===== config.mk =====
export PLATFORM = sky130hd
export DESIGN_NAME = fft_peak_bin_finder
export DESIGN_NICKNAME = d
export VERILOG_FILES = /design/src/rtl/fft_peak_bin_finder.sv
export SDC_FILE = /design/constraint.sdc
export NUM_CORES = 1
export LEC_CHECK = 0
export ABC_CLOCK_PERIOD_IN_PS = 3280
export CAP_MARGIN = 20
export CORE_MARGIN = 2
export CORE_UTILIZATION = 25
export CTS_CLUSTER_SIZE = 16
export DETAILED_ROUTE_END_ITERATION = 16
export GPL_ROUTABILITY_DRIVEN = 0
export HOLD_SLACK_MARGIN = 0.15
export PLACE_DENSITY = 0.48
export SYNTH_ARGS = -nofsm -noshare
export SYNTH_HDL_FRONTEND = slang
export SYNTH_SLANG_ARGS = --single-unit

===== constraint.sdc =====
create_clock -name clk -period 3.28 [get_ports clk]
set_input_delay 0.656 -clock clk [delete_from_list [all_inputs] [get_ports clk]]
set_output_delay 0.656 -clock clk [all_outputs]
set_load 0.03 [all_outputs]

===== src/rtl/fft_peak_bin_finder.sv =====
// fft_peak_bin_finder
// Scans one FFT frame of packed squared magnitudes (BUFFER_SIZE lanes per
// beat, NUM_BINS bins per frame) and reports the bin holding the largest
// magnitude, earliest bin winning ties, through a valid/ready handshake.
// Optional feature macro: FFT_PEAK_THRESHOLD_EN adds peak_threshold/peak_found.
module fft_peak_bin_finder #(
  parameter int SAMPLE_SIZE = 32,
  parameter int BUFFER_SIZE = 4,
  parameter int NUM_BINS    = 32
) (
  input  logic                               clk,
  input  logic                               reset,
  input  logic [BUFFER_SIZE*SAMPLE_SIZE-1:0] in_mags,
  input  logic                               in_valid,
  output logic                               in_ready,
`ifdef FFT_PEAK_THRESHOLD_EN
  input  logic [SAMPLE_SIZE-1:0]             peak_threshold,
  output logic                               peak_found,
`endif
  output logic [$clog2(NUM_BINS)-1:0]        peak_index,
  output logic [SAMPLE_SIZE-1:0]             peak_mag,
  output logic                               out_valid,
  input  logic                               out_ready,
  output logic [15:0]                        frame_count
);

  localparam int IDX_W  = $clog2(NUM_BINS);
  localparam int BEATS  = NUM_BINS / BUFFER_SIZE;
  localparam int CNT_W  = $clog2(BEATS);
  localparam int LANE_W = (BUFFER_SIZE > 1) ? $clog2(BUFFER_SIZE) : 1;

  localparam logic [1:0] ST_IDLE  = 2'd0;
  localparam logic [1:0] ST_ACCUM = 2'd1;
  localparam logic [1:0] ST_HOLD  = 2'd2;

  logic [1:0]             state;
  logic [CNT_W-1:0]       beat_cnt;
  logic [SAMPLE_SIZE-1:0] run_mag;
  logic [IDX_W-1:0]       run_idx;

  logic [SAMPLE_SIZE-1:0] lane_mag;
  logic [LANE_W-1:0]      lane_sel;
  logic [IDX_W-1:0]       beat_idx;
  logic [SAMPLE_SIZE-1:0] next_mag;
  logic [IDX_W-1:0]       next_idx;
  logic                   accept;
  logic                   last_beat;

`ifdef FFT_PEAK_THRESHOLD_EN
  logic [SAMPLE_SIZE-1:0] thr_q;
`endif

  assign in_ready  = (state != ST_HOLD);
  assign accept    = in_valid && in_ready;
  assign last_beat = (state == ST_ACCUM) && (beat_cnt == CNT_W'(BEATS - 1));
  assign beat_idx  = IDX_W'(beat_cnt) * IDX_W'(BUFFER_SIZE) + IDX_W'(lane_sel);

  // Reduce the lanes of the current beat to one winner; strict compare keeps the lower lane on ties.
  always_comb begin
    lane_mag = in_mags[SAMPLE_SIZE-1:0];
    lane_sel = '0;
    for (int k = 1; k < BUFFER_SIZE; k++) begin
      if (in_mags[k*SAMPLE_SIZE +: SAMPLE_SIZE] > lane_mag) begin
        lane_mag = in_mags[k*SAMPLE_SIZE +: SAMPLE_SIZE];
        lane_sel = LANE_W'(k);
      end
    end
  end

  // Merge the beat winner into the running max; the first beat of a frame seeds it unconditionally.
  always_comb begin
    next_mag = run_mag;
    next_idx = run_idx;
    if (state == ST_IDLE || lane_mag > run_mag) begin
      next_mag = lane_mag;
      next_idx = beat_idx;
    end
  end

  // Frame sequencing: seed in IDLE, accumulate in ACCUM, present the result in HOLD until taken.
  always_ff @(posedge clk or posedge reset) begin
    if (reset) begin
      state       <= ST_IDLE;
      beat_cnt    <= '0;
      run_mag     <= '0;
      run_idx     <= '0;
      peak_index  <= '0;
      peak_mag    <= '0;
      out_valid   <= 1'b0;
      frame_count <= 16'd0;
`ifdef FFT_PEAK_THRESHOLD_EN
      thr_q       <= '0;
      peak_found  <= 1'b0;
`endif
    end else begin
      case (state)
        ST_IDLE: begin
          if (accept) begin
            run_mag  <= next_mag;
            run_idx  <= next_idx;
            beat_cnt <= CNT_W'(1);
`ifdef FFT_PEAK_THRESHOLD_EN
            thr_q    <= peak_threshold;
`endif
            state    <= ST_ACCUM;
          end
        end
        ST_ACCUM: begin
          if (accept) begin
            if (last_beat) begin
              peak_index  <= next_idx;
              peak_mag    <= next_mag;
              out_valid   <= 1'b1;
              frame_count <= frame_count + 16'd1;
`ifdef FFT_PEAK_THRESHOLD_EN
              peak_found  <= (next_mag > thr_q);
`endif
              beat_cnt    <= '0;
              state       <= ST_HOLD;
            end else begin
              run_mag  <= next_mag;
              run_idx  <= next_idx;
              beat_cnt <= beat_cnt + CNT_W'(1);
            end
          end
        end
        ST_HOLD: begin
          if (out_ready) begin
            out_valid <= 1'b0;
            state     <= ST_IDLE;
          end
        end
        default: begin
          state <= ST_IDLE;
        end
      endcase
    end
  end

endmodule


# After elaboration in Yosys (flattened, before gate mapping)
# Cells that the tools add are included.
dict set report word_totals {
  ff_bits 96
}
dict set report classes {
  n_addsub 3
  magnitude_cmp 4
  eq_ne 9
  n_mux 29
  reduce_logical 11
}
# operator n
set ops {}
lappend ops {{32-bit 2-to-1 mux} 7}
lappend ops {{32-bit > comparator} 4}
lappend ops {{32-bit one-hot mux with 2 select lines} 1}
lappend ops {{5-bit 2-to-1 mux} 4}
lappend ops {{16-bit by 1-bit adder with 16-bit output (second input constant)} 1}
lappend ops {{2-bit 2-to-1 mux} 6}
lappend ops {{2-bit != test (second input constant)} 6}
lappend ops {{4-bit AND reduction} 3}
lappend ops {{5-bit one-hot mux with 2 select lines} 1}
lappend ops {{3-bit 2-to-1 mux} 3}
lappend ops {{2-bit one-hot mux with 3 select lines} 1}
lappend ops {{3-bit one-hot mux with 2 select lines} 1}
lappend ops {{3-bit AND reduction} 2}
lappend ops {{5-bit by 2-bit adder with 5-bit output} 1}
lappend ops {{1-bit 2-to-1 mux} 4}
lappend ops {{2-bit nonzero test} 2}
lappend ops {{3-bit by 1-bit adder with 3-bit output (second input constant)} 1}
lappend ops {{3-bit equality test (second input constant)} 1}
lappend ops {{2-bit by 1-bit equality test with 1-bit output (second input constant)} 1}
lappend ops {{2-bit equality test (second input constant)} 1}
lappend ops {{1-bit logical AND} 2}
lappend ops {{2-bit zero test} 1}
lappend ops {{1-bit one-hot mux with 2 select lines} 1}
lappend ops {{1-bit logical OR} 1}

# Longest topological paths before layout
# Gate-level depths: netlist of the first run.
dict set report depth {
  word_depth 12
  depth_mapped 45
  depth_no_buf 37
}

# Worst setup path before layout of the first run
# OpenSTA, ideal clock, no wires.
dict set report synth_path {
  path_kind {in2reg}
  from {input in_mags[15]}
  to {register run_mag[10]}
  setup_time_ps 146
  arrival_ps 10119
  setup_slack_ps -6986
  path_stages 43
  path_buffers 9
  path_cell_list {inv_1 -> ha_1 -> nand4_2 -> a2111o_1 -> a311oi_4 -> or2_1 -> buf_4 -> clkbuf_1 -> a21oi_1 -> ha_1 -> a21o_1 -> a21o_1 -> a2111oi_0 -> o22ai_1 -> or3_1 -> buf_1 -> a2111oi_4 -> buf_6 -> (+7 left out) -> a2bb2oi_1 -> and2_1 -> clkbuf_1 -> buf_2 -> a31oi_4 -> inv_1 -> ha_1 -> a21o_1 -> a21o_1 -> a211o_1 -> a21o_1 -> a211oi_1 -> o21ai_1 -> o31ai_2 -> nor3b_1 -> buf_2 -> buf_1 -> mux2i_1}
}
dict set report synth_via {
  elab_chain_cells 12
}
# item line_no
set synth_lines {}
lappend synth_lines {{start, declared} 13} ;# input logic [BUFFER_SIZE*SAMPLE_SIZE-1:0] in_mags,
lappend synth_lines {{32-bit > comparator} 63} ;# if (in_mags[k*SAMPLE_SIZE +: SAMPLE_SIZE] > lane_mag) begin
lappend synth_lines {{32-bit 2-to-1 mux (*)} 63}
lappend synth_lines {{32-bit > comparator} 63}
lappend synth_lines {{32-bit 2-to-1 mux (*)} 63}
lappend synth_lines {{32-bit > comparator} 63}
lappend synth_lines {{32-bit 2-to-1 mux (*)} 63}
lappend synth_lines {{32-bit > comparator} 74} ;# if (state == ST_IDLE || lane_mag > run_mag) begin
lappend synth_lines {{1-bit logical OR} 74}
lappend synth_lines {{32-bit 2-to-1 mux (*)} 74}
lappend synth_lines {{32-bit 2-to-1 mux} 110} ;# if (last_beat) begin
lappend synth_lines {{32-bit 2-to-1 mux} 109} ;# if (accept) begin
lappend synth_lines {{32-bit one-hot mux with 2 select lines (*)} 96} ;# case (state)
lappend synth_lines {{end signal, assigned} 99} ;# run_mag <= next_mag;
lappend synth_lines {{end signal, assigned} 121} ;# run_mag <= next_mag;
lappend synth_lines {{end, declared} 38} ;# logic [SAMPLE_SIZE-1:0] run_mag;
# Every way passes the cells marked *; elsewhere a longest branch is shown, timed or not. The select of a mux whose other input is x is not followed.
# A chain may end at the register's enable or synchronous reset.

# Final worst setup path of the first run
dict set report layout_path {
  from {input in_mags[9]}
  to {register run_idx[4]}
}
dict set report layout_via {
  elab_chain_cells 12
}
# item line_no
set layout_lines {}
lappend layout_lines {{32-bit > comparator} 63}
lappend layout_lines {{32-bit 2-to-1 mux} 63}
lappend layout_lines {{32-bit > comparator} 63}
lappend layout_lines {{32-bit 2-to-1 mux} 63}
lappend layout_lines {{32-bit > comparator} 63}
lappend layout_lines {{32-bit 2-to-1 mux} 63}
lappend layout_lines {{32-bit > comparator} 74}
lappend layout_lines {{1-bit logical OR} 74}
lappend layout_lines {{5-bit 2-to-1 mux (*)} 74}
lappend layout_lines {{5-bit 2-to-1 mux} 110}
lappend layout_lines {{5-bit 2-to-1 mux} 109}
lappend layout_lines {{5-bit one-hot mux with 2 select lines (*)} 96}
lappend layout_lines {{end signal, assigned} 100} ;# run_idx <= next_idx;
lappend layout_lines {{end signal, assigned} 122} ;# run_idx <= next_idx;
lappend layout_lines {{end, declared} 39} ;# logic [IDX_W-1:0] run_idx;
# Marked as above.

==> parameters.txt, run 1 <==
Parameter                              Value

Outcome
  Run status    finished with violations
  Failing checks    negative setup slack

Synth
  Synthesized-area fraction occupied by and/or/nand/nor cells    0.194
  Synth cell types    63
  Synthesized Nets    1300
  Top-area cell type share of the netlist area    0.252
  Dominant cell type by area after synthesis    dfrtp_1
  Post-Synthesis Cells    1038
  Compound-Gate Fraction of Synth Area    0.254
  Synthesized area divided by synthesized cell count    9.18 sq um
  Synth area leaders    dfrtp_1 25%, ha_1 17%, o31ai_4 4.7%
  Number of flops mapped to enable cells by yosys    0
  Adder-cell share of the synthesized area    0.171
  Area of the mapped netlist    9530 sq um
  Sequential cell area fraction in the yosys report    0.252
  Yosys warns    0
  Count of state elements after synthesis    96
  Dominant combinational cell family by area after synthesis    compound AO/OA/AOI/OAI gates
  Async set-reset flop share out of synthesis    1.00
  Xor and xnor fraction of the mapped netlist area    0.0138
  Synth Flop Type    dfrtp_1
  Mux share of post-synthesis cell area    0.0450

Power
  Switching part of the total    0.420
  Pwr Density    roughly 670 nW/um^2
  Clock power share    0.091
  Int Pwr    6.66 mW
  Sequential cell fraction of total power    0.173
  Combinational cell fraction of total power    0.737
  Power, Total    11.5 mW
  Leakage power summed over all cells    ~7.6 nW
  Power spent charging and discharging nets    4.82 mW
  Worst IR drop on VDD    between 0.0004 and 0.0005 V

Floorplanning
  Starting density of the core    0.254
  Chip Width    199 microns
  Core Footprint    37600 sq um
  Area of the die    39700 sq um
  I/O pins    around 190
  Die Height    199 microns
  FP Rows    71

Drt
  Wirelength, routed    around 35000 microns
  Detailed-route via count    9823
  Amount of wire on met3 after detailed routing    approximately 1400 microns
  Metal2 WL    16500 microns
  Drt initial violations    between 300 and 400
  Drt pass-1 iters    4
  Wire length per cell    around 16 microns
  Post-route DRC violation count    0
  Highest metal layer used by the detailed router    met5
  ANT nets after route    0
  Wire length on met1    16100 microns
  Via/cell ratio    4.61

STA
  Fin crit share    2.73
  Final worst-path setup slack    -5.67 ns
  Unrepaired setup endpoints after global routing    yes
  Largest clock skew in the final design    0.0149 ns
  Slew HR    0.359
  Final count of negative-setup-slack endpoints    74
  Maximum achievable frequency    0.112 GHz
  Post-layout minimum cycle time    between 8 and 9 ns
  Final worst hold slack    0.484 ns
  Final slew viol count    0
  Actual slew at the worst max-slew pin    ~0.96 ns
  Final hold violations    0

Critical path
  CP Capture Type    register
  Most Frequent Cell on Critical Path    buf_4
  Max FO, Critical Path    11
  Buffers plus inverters on the worst setup path    14
  Worst setup path category    primary input to register
  Required time at the endpoint of the critical path    3.50 ns
  Slowest cell on the critical path    or4_4
  Largest delay share family, worst path    simple AND/OR/NAND/NOR gates
  Critical Path Start Type    primary input
  Delay of the slowest critical-path stage    0.57 ns
  Worst reg-to-reg setup slack    0.29 ns
  CP Data Arrival Time    9.17 ns

Place
  Cell area after placement    14700 sq um
  Number of buffers inserted by port buffering    between 150 and 200
  Placed Cells incl. Taps    1996
  HPWL Detailed    25800 microns

Clock tree
  Clock slew at reported path FFs    0.07 ns
  Cts bufs inserted    9
  Total of hold buffers inserted after clock tree synthesis    0
  Clock H-tree levels    3
  Clock latency of the later-clocked register in the worst-skew pair    roughly 0.35 ns
  Clock Tree Root    clkbuf_16
  Clock tree sinks    96
  Maximum buffer depth of the clock tree    2
  CTS tree    yes

Finish
  Count of placed standard cells in the final layout, fillers left out    2129
  Net count, final    ~1900
  Area grow syn2layout    81.2%
  Final std cell area, no fill    roughly 17000 sq um
  Final core utilization    0.459
  Fraction of final layout cells sized beyond drive strength 1    0.495

Global routing
  Initial antenna violation count    4
  Wire length of the first global-routing pass    53500 microns
  Vias in the first global route    10081
  Gr ovfl total    0
  Largest net degree at the start of global routing    50
  Overall fraction of global-route tracks in use    0.169

Flow run
  Number of violations of the max-capacitance limit    0

Worst hold path
  Hold WC Path Type    register to register
cells in the mapped netlist (21+ instances only):
master      n
a21oi_1    72
and2_1     36
clkbuf_1   30
dfrtp_1    96
ha_1      130
inv_1     103
mux2i_1    35
nand2_1   108
nand3_1    41
nand4_1    31
nor2_1     24
nor3_1     39
o211ai_1   37
o21ai_0    31
o31ai_4    21
or4_4      27
area by class of cell:
type	instances	area, sq um
Clock inverter	7	60.1
Clock buffer	9	225
Sequential cell	96	2400
Tap cell	511	639
Timing Repair Buffer	619	5650
Inverter	103	417
Antenna cell	1	2.50
Fill cell	3546	20300
Multi-Input combinational cell	783	7860
cell usage in the layout, fill, tap and decap left out, drive strengths merged, types with 2 or more instances in the layout:
cell / n
nand2: 108
clkdlybuf4s15: 2
dlygate4sd2: 22
nor2b: 5
a2111o: 3
a21o: 15
nor2: 24
xor2: 2
a211o: 2
nand2b: 5
o21a: 8
nand3: 41
clkinv: 2
clkbuf: 29
o22a: 2
ha: 130
buf: 452
or4: 31
clkdlybuf4s50: 123
a2bb2oi: 2
a211oi: 5
mux2i: 35
or2: 3
and3: 6
a21oi: 72
nand4: 32
nor3: 39
dfrtp: 96
inv: 108
xnor2: 13
and2: 36
o31ai: 31
mux2: 7
o21ai: 32
a2111oi: 6
o211ai: 37
nor4: 4
or3: 2
a31oi: 32
power by group through the flow:
stage	Combinational (mW)	Sequential, mW	Clock [mW]
3_5_place_dp	6.35	1.98	0
6_report	8.46	1.98	1.04
4_1_cts	7.41	1.96	1.08
5_1_grt	9.11	2.04	1.12
2_1_floorplan	3.49	2.29	0
3_3_place_gp	6.27	1.97	0
routing by layer:
layer | track usage | up-vias
met4 | 0.0426 | 6
met5 | 0 | -
li1 | - | 4948
met2 | 0.286 | 210
met1 | 0.225 | 4610
met3 | 0.0255 | 49
flip-flops by register name (all words and copies together) (netlist names):
name / flops
out_valid: 1
run_idx: 5
frame_count: 16
peak_mag: 32
run_mag: 32
beat_cnt: 3
peak_index: 5
state: 2
per-stage QoR:
step                      setup TNS [ns]  setup WS [ns]
after floorplan                  -393.29          -5.41
final                            -413.84          -5.67
after global routing             -441.97          -6.04
after global placement           -529.93          -7.37
after detailed placement         -528.07          -7.27
after CTS                        -409.82          -5.60
worst reg2reg max path, cell delays in order, from the launching register on:
cell,delay (ns)
dfrtp_1,0.37
inv_1,0.09
ha_4,0.27
nand4_1,0.18
nor4_4,0.37
nand2_1,0.13
buf_4,0.15
or4_4,0.55
o31ai_4,0.09
buf_12,0.16
nor3b_4,0.06
buf_12,0.16
mux2_4,0.29
path summary, 6_finish.rpt:
| path | start | endpoint | cells after the start |
|---|---|---|---|
| worst max-delay path | in_mags[9] | run_idx[4] | 43 |
| worst min-delay path | frame_count[15] | frame_count[15] | 1 |
| worst max register to register | run_mag[25] | run_idx[4] | 12 |
| worst min register to register | frame_count[15] | frame_count[15] | 1 |
| max in group asynchronous | reset | peak_mag[22] | 3 |
| min in group asynchronous | reset | frame_count[13] | 2 |
repair_timing:
item,4_1_cts,5_1_grt
buffers inserted,74,25
cloned,10,10
resized for setup,310,122
endpoints found under the setup margin,74,74
pin swaps,59,76
kinds of logic (layout without fill, tap and decap cells):
family / Yosys count / count (layout)
buf+inv: 159 / 738
xor+xnor: 15 / 15
flops: 96 / 96
mux: 42 / 42
compound gates: 258 / 258
other cells: 0 / 1
simple gates: 338 / 338
fa+ha+maj: 130 / 130
No activity file was read; power rests on OpenSTA's default activity.
==> run 2: changes to the inputs <==
--- a/config.mk
+++ b/config.mk
@@ -6,7 +6,7 @@
 export NUM_CORES = 1
 export LEC_CHECK = 0
 export ABC_CLOCK_PERIOD_IN_PS = 3280
-export CAP_MARGIN = 20
+export CAP_MARGIN = 40
 export CORE_MARGIN = 2
 export CORE_UTILIZATION = 25
 export CTS_CLUSTER_SIZE = 16
==> run 2 against run 1 <==
  * The run still ends with negative setup slack left
  * Die area is the same
  * Core utilization shrank 0.22 points
  * Critical path depth grew 5
  * Final area shrank 0.48%
  * Register-to-register slack gained 0.08 ns
  * Sequential cell count is the same
  * Combinational power shrank 5.0%
  * Largest power group unchanged
  * Highest routed layer unchanged
==> parameters.txt, run 2 (synthesized netlist as in run 1, its figures left out) <==
Parameter                              Value

Floorplanning
  Starting density of the core    0.254 (unchanged)
  Core Footprint    37600 sq um (unchanged)
  FP Rows    71 (unchanged)
  Die Height    199 microns (unchanged)
  Area of the die    39700 sq um (unchanged)
  Chip Width    199 microns (unchanged)
  I/O pins    187 (unchanged)

Global routing
  Vias in the first global route    9760 (-3.2%)
  Gr ovfl total    0 (unchanged)
  Largest net degree at the start of global routing    50 (unchanged)
  Wire length of the first global-routing pass    51800 microns (-3.2%)
  Overall fraction of global-route tracks in use    0.164 (-0.00493)
  Initial antenna violation count    4 (unchanged)

STA
  Final worst-path setup slack    -5.70 ns (-0.0285 ns)
  Unrepaired setup endpoints after global routing    yes
  Final hold violations    0 (unchanged)
  Largest clock skew in the final design    0.0125 ns (-0.00236 ns)
  Maximum achievable frequency    0.111 GHz (-0.32%)
  Final count of negative-setup-slack endpoints    74 (unchanged)
  Post-layout minimum cycle time    8.98 ns (+0.0285 ns)
  Actual slew at the worst max-slew pin    0.567 ns (-0.394 ns)
  Fin crit share    2.74 (+0.00870)
  Final slew viol count    0 (unchanged)
  Final worst hold slack    0.478 ns (-0.00642 ns)
  Slew HR    0.622 (+0.263)

Finish
  Most common library cell in the layout ignoring fill and taps    buf_4
  Layout filler cell count    3590 (+1.2%)
  Area grow syn2layout    80.3%
  Net count, final    1838 (-1.9%)
  Final core utilization    0.457 (-0.00220)
  Top flop regs    peak_mag x32, run_mag x32, frame_count x16
  Most used cells in the layout excluding fill and tap cells    334 x buf_4, 129 x clkdlybuf4s50_1, 96 x nand2_1, 96 x dfrtp_1, 84 x ha_1
  Count of placed standard cells in the final layout, fillers left out    2093 (-1.7%)
  Fraction of final layout cells sized beyond drive strength 1    0.454 (-0.0419)

Flow run
  Number of violations of the max-capacitance limit    0 (unchanged)

Power
  Leakage power summed over all cells    7.78 nW (+2.8%)
  Power, Total    11.1 mW (-3.8%)
  Worst IR drop on VDD    0.000414 V (-11%)
  Pwr Density    643 nW/um^2 (-3.3%)

Clock tree
  Total of hold buffers inserted after clock tree synthesis    0 (unchanged)
  Cts bufs inserted    9 (unchanged)
  Clock Tree Root    clkbuf_16
  Clock H-tree levels    3 (unchanged)
  CTS tree    yes
  Maximum buffer depth of the clock tree    2 (unchanged)
  Clock tree sinks    96 (unchanged)
  Clock latency of the later-clocked register in the worst-skew pair    0.36 ns (about the same)
  Clock slew at reported path FFs    0.07 ns (about the same)

Outcome
  Failing checks    negative setup slack
  Run status    finished with violations

Drt
  Wire length per cell    16.1 microns (-1.5%)
  Post-route DRC violation count    0 (unchanged)
  Detailed-route via count    9585 (-2.4%)
  Drt initial violations    360 (-3.5%)
  Drt pass-1 iters    4 (unchanged)
  ANT nets after route    0 (unchanged)
  Wirelength, routed    33800 microns (-3.1%)
  Via/cell ratio    4.58 (-0.74%)

Place
  Number of buffers inserted by port buffering    186 (unchanged)
  HPWL Detailed    25800 microns (+0.15%)
  Placed Cells incl. Taps    1997 (+0.050%)
  Pre-CTS worst setup slack    -7.29 ns (-0.0165 ns)

Critical path
  Required time at the endpoint of the critical path    3.51 ns (about the same)
  Reg2reg end    peak_index[4]
  Count of cells along the worst register-to-register path    13 (+1)
  RR Startpoint    run_mag[18]
  Crit path launch    in_mags[10]
  CP Capture Type    register
  Worst setup path category    primary input to register
  Critical Path Start Type    primary input
  Max FO, Critical Path    14 (+3)
  CP Data Arrival Time    9.21 ns (+0.04 ns)
  Delay of the slowest critical-path stage    0.52 ns (-0.05 ns)
  Endpoint of the worst setup timing path    peak_index[4]
  Slowest cell on the critical path    or4_4
  Worst reg-to-reg setup slack    0.37 ns (+0.08 ns)

Worst hold path
  Hold WC Path Type    register to register
==> run 2: where the power goes <==
part           switching [mW]  internal (mW)
registers               0.312           1.66
logic                    3.78           4.25
clock network           0.519          0.532
==> run 2: routing by layer <==
metal,global-route usage,vias to the layer above,wire length (microns)
li1,-,4891,-
met1,0.219,4485,15800
met2,0.281,167,16100
met3,0.0231,36,1400
met4,0.0340,6,447
met5,0,-,39
==> run 2: worst min path at each step <==
stage	from	to	slack (ns)	cells after the start
after floorplan	state[1]	state[0]	0.44	1
after detailed placement	frame_count[15]	frame_count[15]	0.47	1
after global placement	state[1]	state[0]	0.47	1
after CTS	frame_count[15]	frame_count[15]	0.48	1
final	frame_count[15]	frame_count[15]	0.48	1
after global routing	frame_count[12]	frame_count[12]	0.52	1
==> run 2: repair_timing <==
action / in CTS / in global routing
cloned: 10 / 8
resized for setup: 92 / 232
buffers inserted: 39 / 27
pin swaps: 51 / 75
setup endpoints to repair: 74 / 74
endpoints found under the hold margin: 0 / 0
==> run 2: cell type report <==
type                       instances  area, sq um  area share
tap                              511          639      0.0372
antenna                            1         2.50    0.000146
clock buffer                       9          225      0.0131
timing repair buffer             583         5610       0.326
inverter                         103          417      0.0242
multi-input combinational        783         7830       0.456
clock inverter                     7         60.1     0.00350
sequential                        96         2400       0.140
==> run 2: critical path, delay by kind of cell <==
family / cells / cell delay (ns)
compound gates: 16 / 3.00
fa+ha+maj: 4 / 0.86
buf+inv: 17 / 2.41
mux: 1 / 0.22
simple gates: 10 / 2.02
==> run 2: metrics by stage <==
stage	setup TNS (ns)	area, sq um
6_report	-416.18	17200
3_5_place_dp	-529.02	14700
4_1_cts	-435.89	16000
5_1_grt	-444.56	17200
3_3_place_gp	-529.93	14700
2_1_floorplan	-393.29	10000
==> run 3: changes to the inputs <==
--- a/config.mk
+++ b/config.mk
@@ -7,13 +7,13 @@
 export LEC_CHECK = 0
 export ABC_CLOCK_PERIOD_IN_PS = 3280
 export CAP_MARGIN = 40
-export CORE_MARGIN = 2
-export CORE_UTILIZATION = 25
+export CORE_MARGIN = 1
+export CORE_UTILIZATION = 39
 export CTS_CLUSTER_SIZE = 16
 export DETAILED_ROUTE_END_ITERATION = 16
 export GPL_ROUTABILITY_DRIVEN = 0
 export HOLD_SLACK_MARGIN = 0.15
-export PLACE_DENSITY = 0.48
+export PLACE_DENSITY = 0.67
 export SYNTH_ARGS = -nofsm -noshare
 export SYNTH_HDL_FRONTEND = slang
 export SYNTH_SLANG_ARGS = --single-unit
==> run 3 against run 2 <==
  * Sequential power about the same
  * Critical path type unchanged
  * Power decreased by 1.0%
  * Largest power group unchanged
  * The flow still finishes with violations (negative setup slack)
  * Critical path depth unchanged
  * Critical endpoint is now run_mag[5]
  * Global-route usage increased by 6.7 points
  * Worst setup slack got worse by 0.011 ns
  * Largest cell class unchanged
  * Clock skew down 0.0022 ns
  * Core utilization increased by 25 points
==> parameters.txt, run 3 (synthesized netlist as in run 1, its figures left out) <==
Parameter                              Value

Power
  Power spent charging and discharging nets    4.65 mW (+0.80%)
  Clock power share    0.101 (+0.006)
  Pwr Density    650 nW/um^2 (+1.0%)
  Combinational cell fraction of total power    0.715 (-0.012)
  Worst IR drop on VDD    0.000496 V (+20%)
  Switching part of the total    0.425 (+0.00774)
  Int Pwr    6.29 mW (-2.3%)
  Leakage power summed over all cells    7.62 nW (-2.0%)
  Sequential cell fraction of total power    0.183 (+0.005)

Place
  Cell area after placement    14400 sq um (-1.9%)
  Pre-CTS worst setup slack    -6.95 ns (+0.333 ns)
  HPWL Detailed    23100 microns (-10%)
  Number of buffers inserted by port buffering    186 (unchanged)

Finish
  Net count, final    1824 (-0.76%)
  Area grow syn2layout    76.6%
  Most common library cell in the layout ignoring fill and taps    buf_4
  Fraction of final layout cells sized beyond drive strength 1    0.477 (+0.0238)
  Top flop regs    peak_mag x32, run_mag x32, frame_count x16
  Final std cell area, no fill    16800 sq um (-2.1%)
  Final core utilization    0.711 (+0.253)
  Most used cells in the layout excluding fill and tap cells    338 x buf_4, 125 x clkdlybuf4s50_1, 96 x dfrtp_1

STA
  Final slew viol count    0 (unchanged)
  Largest clock skew in the final design    0.0103 ns (-0.00224 ns)
  Post-route setup TNS    -415.84 ns (+0.341 ns)
  Unrepaired setup endpoints after global routing    yes
  Final worst hold slack    0.481 ns (+0.00332 ns)
  Final hold violations    0 (unchanged)
  Maximum achievable frequency    0.111 GHz (-0.12%)
  Final count of negative-setup-slack endpoints    74 (unchanged)
  Fin crit share    2.74 (+0.00328)
  Actual slew at the worst max-slew pin    0.908 ns (+0.341 ns)
  Slew HR    0.394 (-0.228)
  Final worst-path setup slack    -5.71 ns (-0.0107 ns)
  Post-layout minimum cycle time    8.99 ns (+0.0107 ns)

Global routing
  Gr ovfl total    0 (unchanged)
  Overall fraction of global-route tracks in use    0.231 (+0.0668)
  Vias in the first global route    9382 (-3.9%)
  Wire length of the first global-routing pass    46300 microns (-11%)
  Initial antenna violation count    4 (unchanged)
  Largest net degree at the start of global routing    43 (-14%)

Clock tree
  Total of hold buffers inserted after clock tree synthesis    0 (unchanged)
  Clock tree sinks    96 (unchanged)
  Clock H-tree levels    3 (unchanged)
  Cts bufs inserted    9 (unchanged)
  CTS tree    yes
  Maximum buffer depth of the clock tree    2 (unchanged)
  Clock latency of the later-clocked register in the worst-skew pair    0.35 ns (about the same)
  Clock slew at reported path FFs    0.07 ns (about the same)
  Clock Tree Root    clkbuf_16

Drt
  Wire length per cell    17.3 microns (+7.0%)
  Drt initial violations    538 (+49%)
  Wirelength, routed    32600 microns (-3.4%)
  Via/cell ratio    5.24 (+14%)
  Drt pass-1 iters    5 (+1)
  Post-route DRC violation count    0 (unchanged)
  ANT nets after route    0 (unchanged)
  Detailed-route via count    9895 (+3.2%)

Floorplanning
  I/O pins    187 (unchanged)
  Core Footprint    23700 sq um (-37%)
  Starting density of the core    0.402 (+0.149)
  Chip Width    158 microns (-21%)
  FP Rows    56 (-21%)
  Area of the die    25100 sq um (-37%)
  Die Height    158 microns (-21%)

Critical path
  Max FO, Critical Path    15 (+1)
  CP Capture Type    register
  Critical Path Start Type    primary input
  CP Data Arrival Time    9.24 ns (+0.03 ns)
  Delay of the slowest critical-path stage    0.46 ns (-0.06 ns)
  Required time at the endpoint of the critical path    3.53 ns (+0.02 ns)
  Worst setup path category    primary input to register
  Worst reg-to-reg setup slack    0.36 ns (about the same)
  Slowest cell on the critical path    clkdlybuf4s50_1
  Most Frequent Cell on Critical Path    buf_4

Outcome
  Failing checks    negative setup slack
  Run status    finished with violations

Worst hold path
  Hold WC Path Type    register to register

Flow run
  Number of violations of the max-capacitance limit    0 (unchanged)
==> run 3: changes by cell type in the layout (fill, tap and decap cells not counted), moves of 5 or more <==
cell            before  now
buf_12              27   20
buf_6               30   23
buf_8                1    6
dlymetal6s2s_1      47   42
ha_1                84   76
ha_4                46   51
nand2_1             96   88
nand2_2              7   16
nand3_1             33    8
nand3_2              8   33
nor3_1              23   30
==> run 3: layout make-up <==
class | instances | area (sq um)
multi-input combinational | 783 | 7970
sequential | 96 | 2400
timing repair buffer | 569 | 5310
inverter | 103 | 420
antenna | 3 | 7.51
fill | 1674 | 6850
tap | 319 | 399
clock buffer | 10 | 239
clock inverter | 6 | 75.1
==> run 3: metrics by stage <==
stage / total power [mW] / instances
3_5_place_dp: 8.19 / 1809
2_1_floorplan: 5.79 / 1038
4_1_cts: 9.83 / 1845
5_1_grt: 11.6 / 1886
6_report: 10.9 / 1889
3_3_place_gp: 8.01 / 1808
==> run 3: per-layer routing <==
| metal | routed length [microns] | part of all wire | GRT usage |
|---|---|---|---|
| met1 | 13800 | 0.42 | 0.295 |
| met2 | 16400 | 0.50 | 0.405 |
| met3 | 1560 | 0.048 | 0.0367 |
| met4 | 827 | 0.025 | 0.0540 |
| met5 | 13 | 0.00040 | 0 |
==> run 3: power by group through the flow <==
stage          combinational (mW)  clock, mW  sequential [mW]
6_report                     7.83       1.11             2.00
5_1_grt                      8.38       1.18             2.06
4_1_cts                      6.77       1.12             1.95
3_5_place_dp                 6.23          0             1.96
3_3_place_gp                 6.06          0             1.95
2_1_floorplan                3.49          0             2.29
==> run 3: path summary, 6_finish.rpt <==
path,start,depth (start not counted),to
setup / recovery,in_mags[16],48,run_mag[5]
hold / removal,state[1],1,state[0]
max in group asynchronous,reset,3,run_mag[15]
setup reg to reg,run_mag[18],13,run_mag[5]
hold reg to reg,state[1],1,state[0]
min in group asynchronous,reset,2,frame_count[15]
==> run 3: timing repair <==
item | CTS | global route
pin swaps | 25 | 158
buffers inserted | 16 | 38
resized for setup | 49 | 325
gates cloned | 4 | 6
endpoints found under the setup margin | 74 | 74
==> run 3: critical path, delay by kind of cell <==
family	cells	cell delay (ns)
compound gates	14	3.00
buf+inv	14	2.25
simple gates	15	2.23
fa+ha+maj	4	0.84
mux	1	0.20
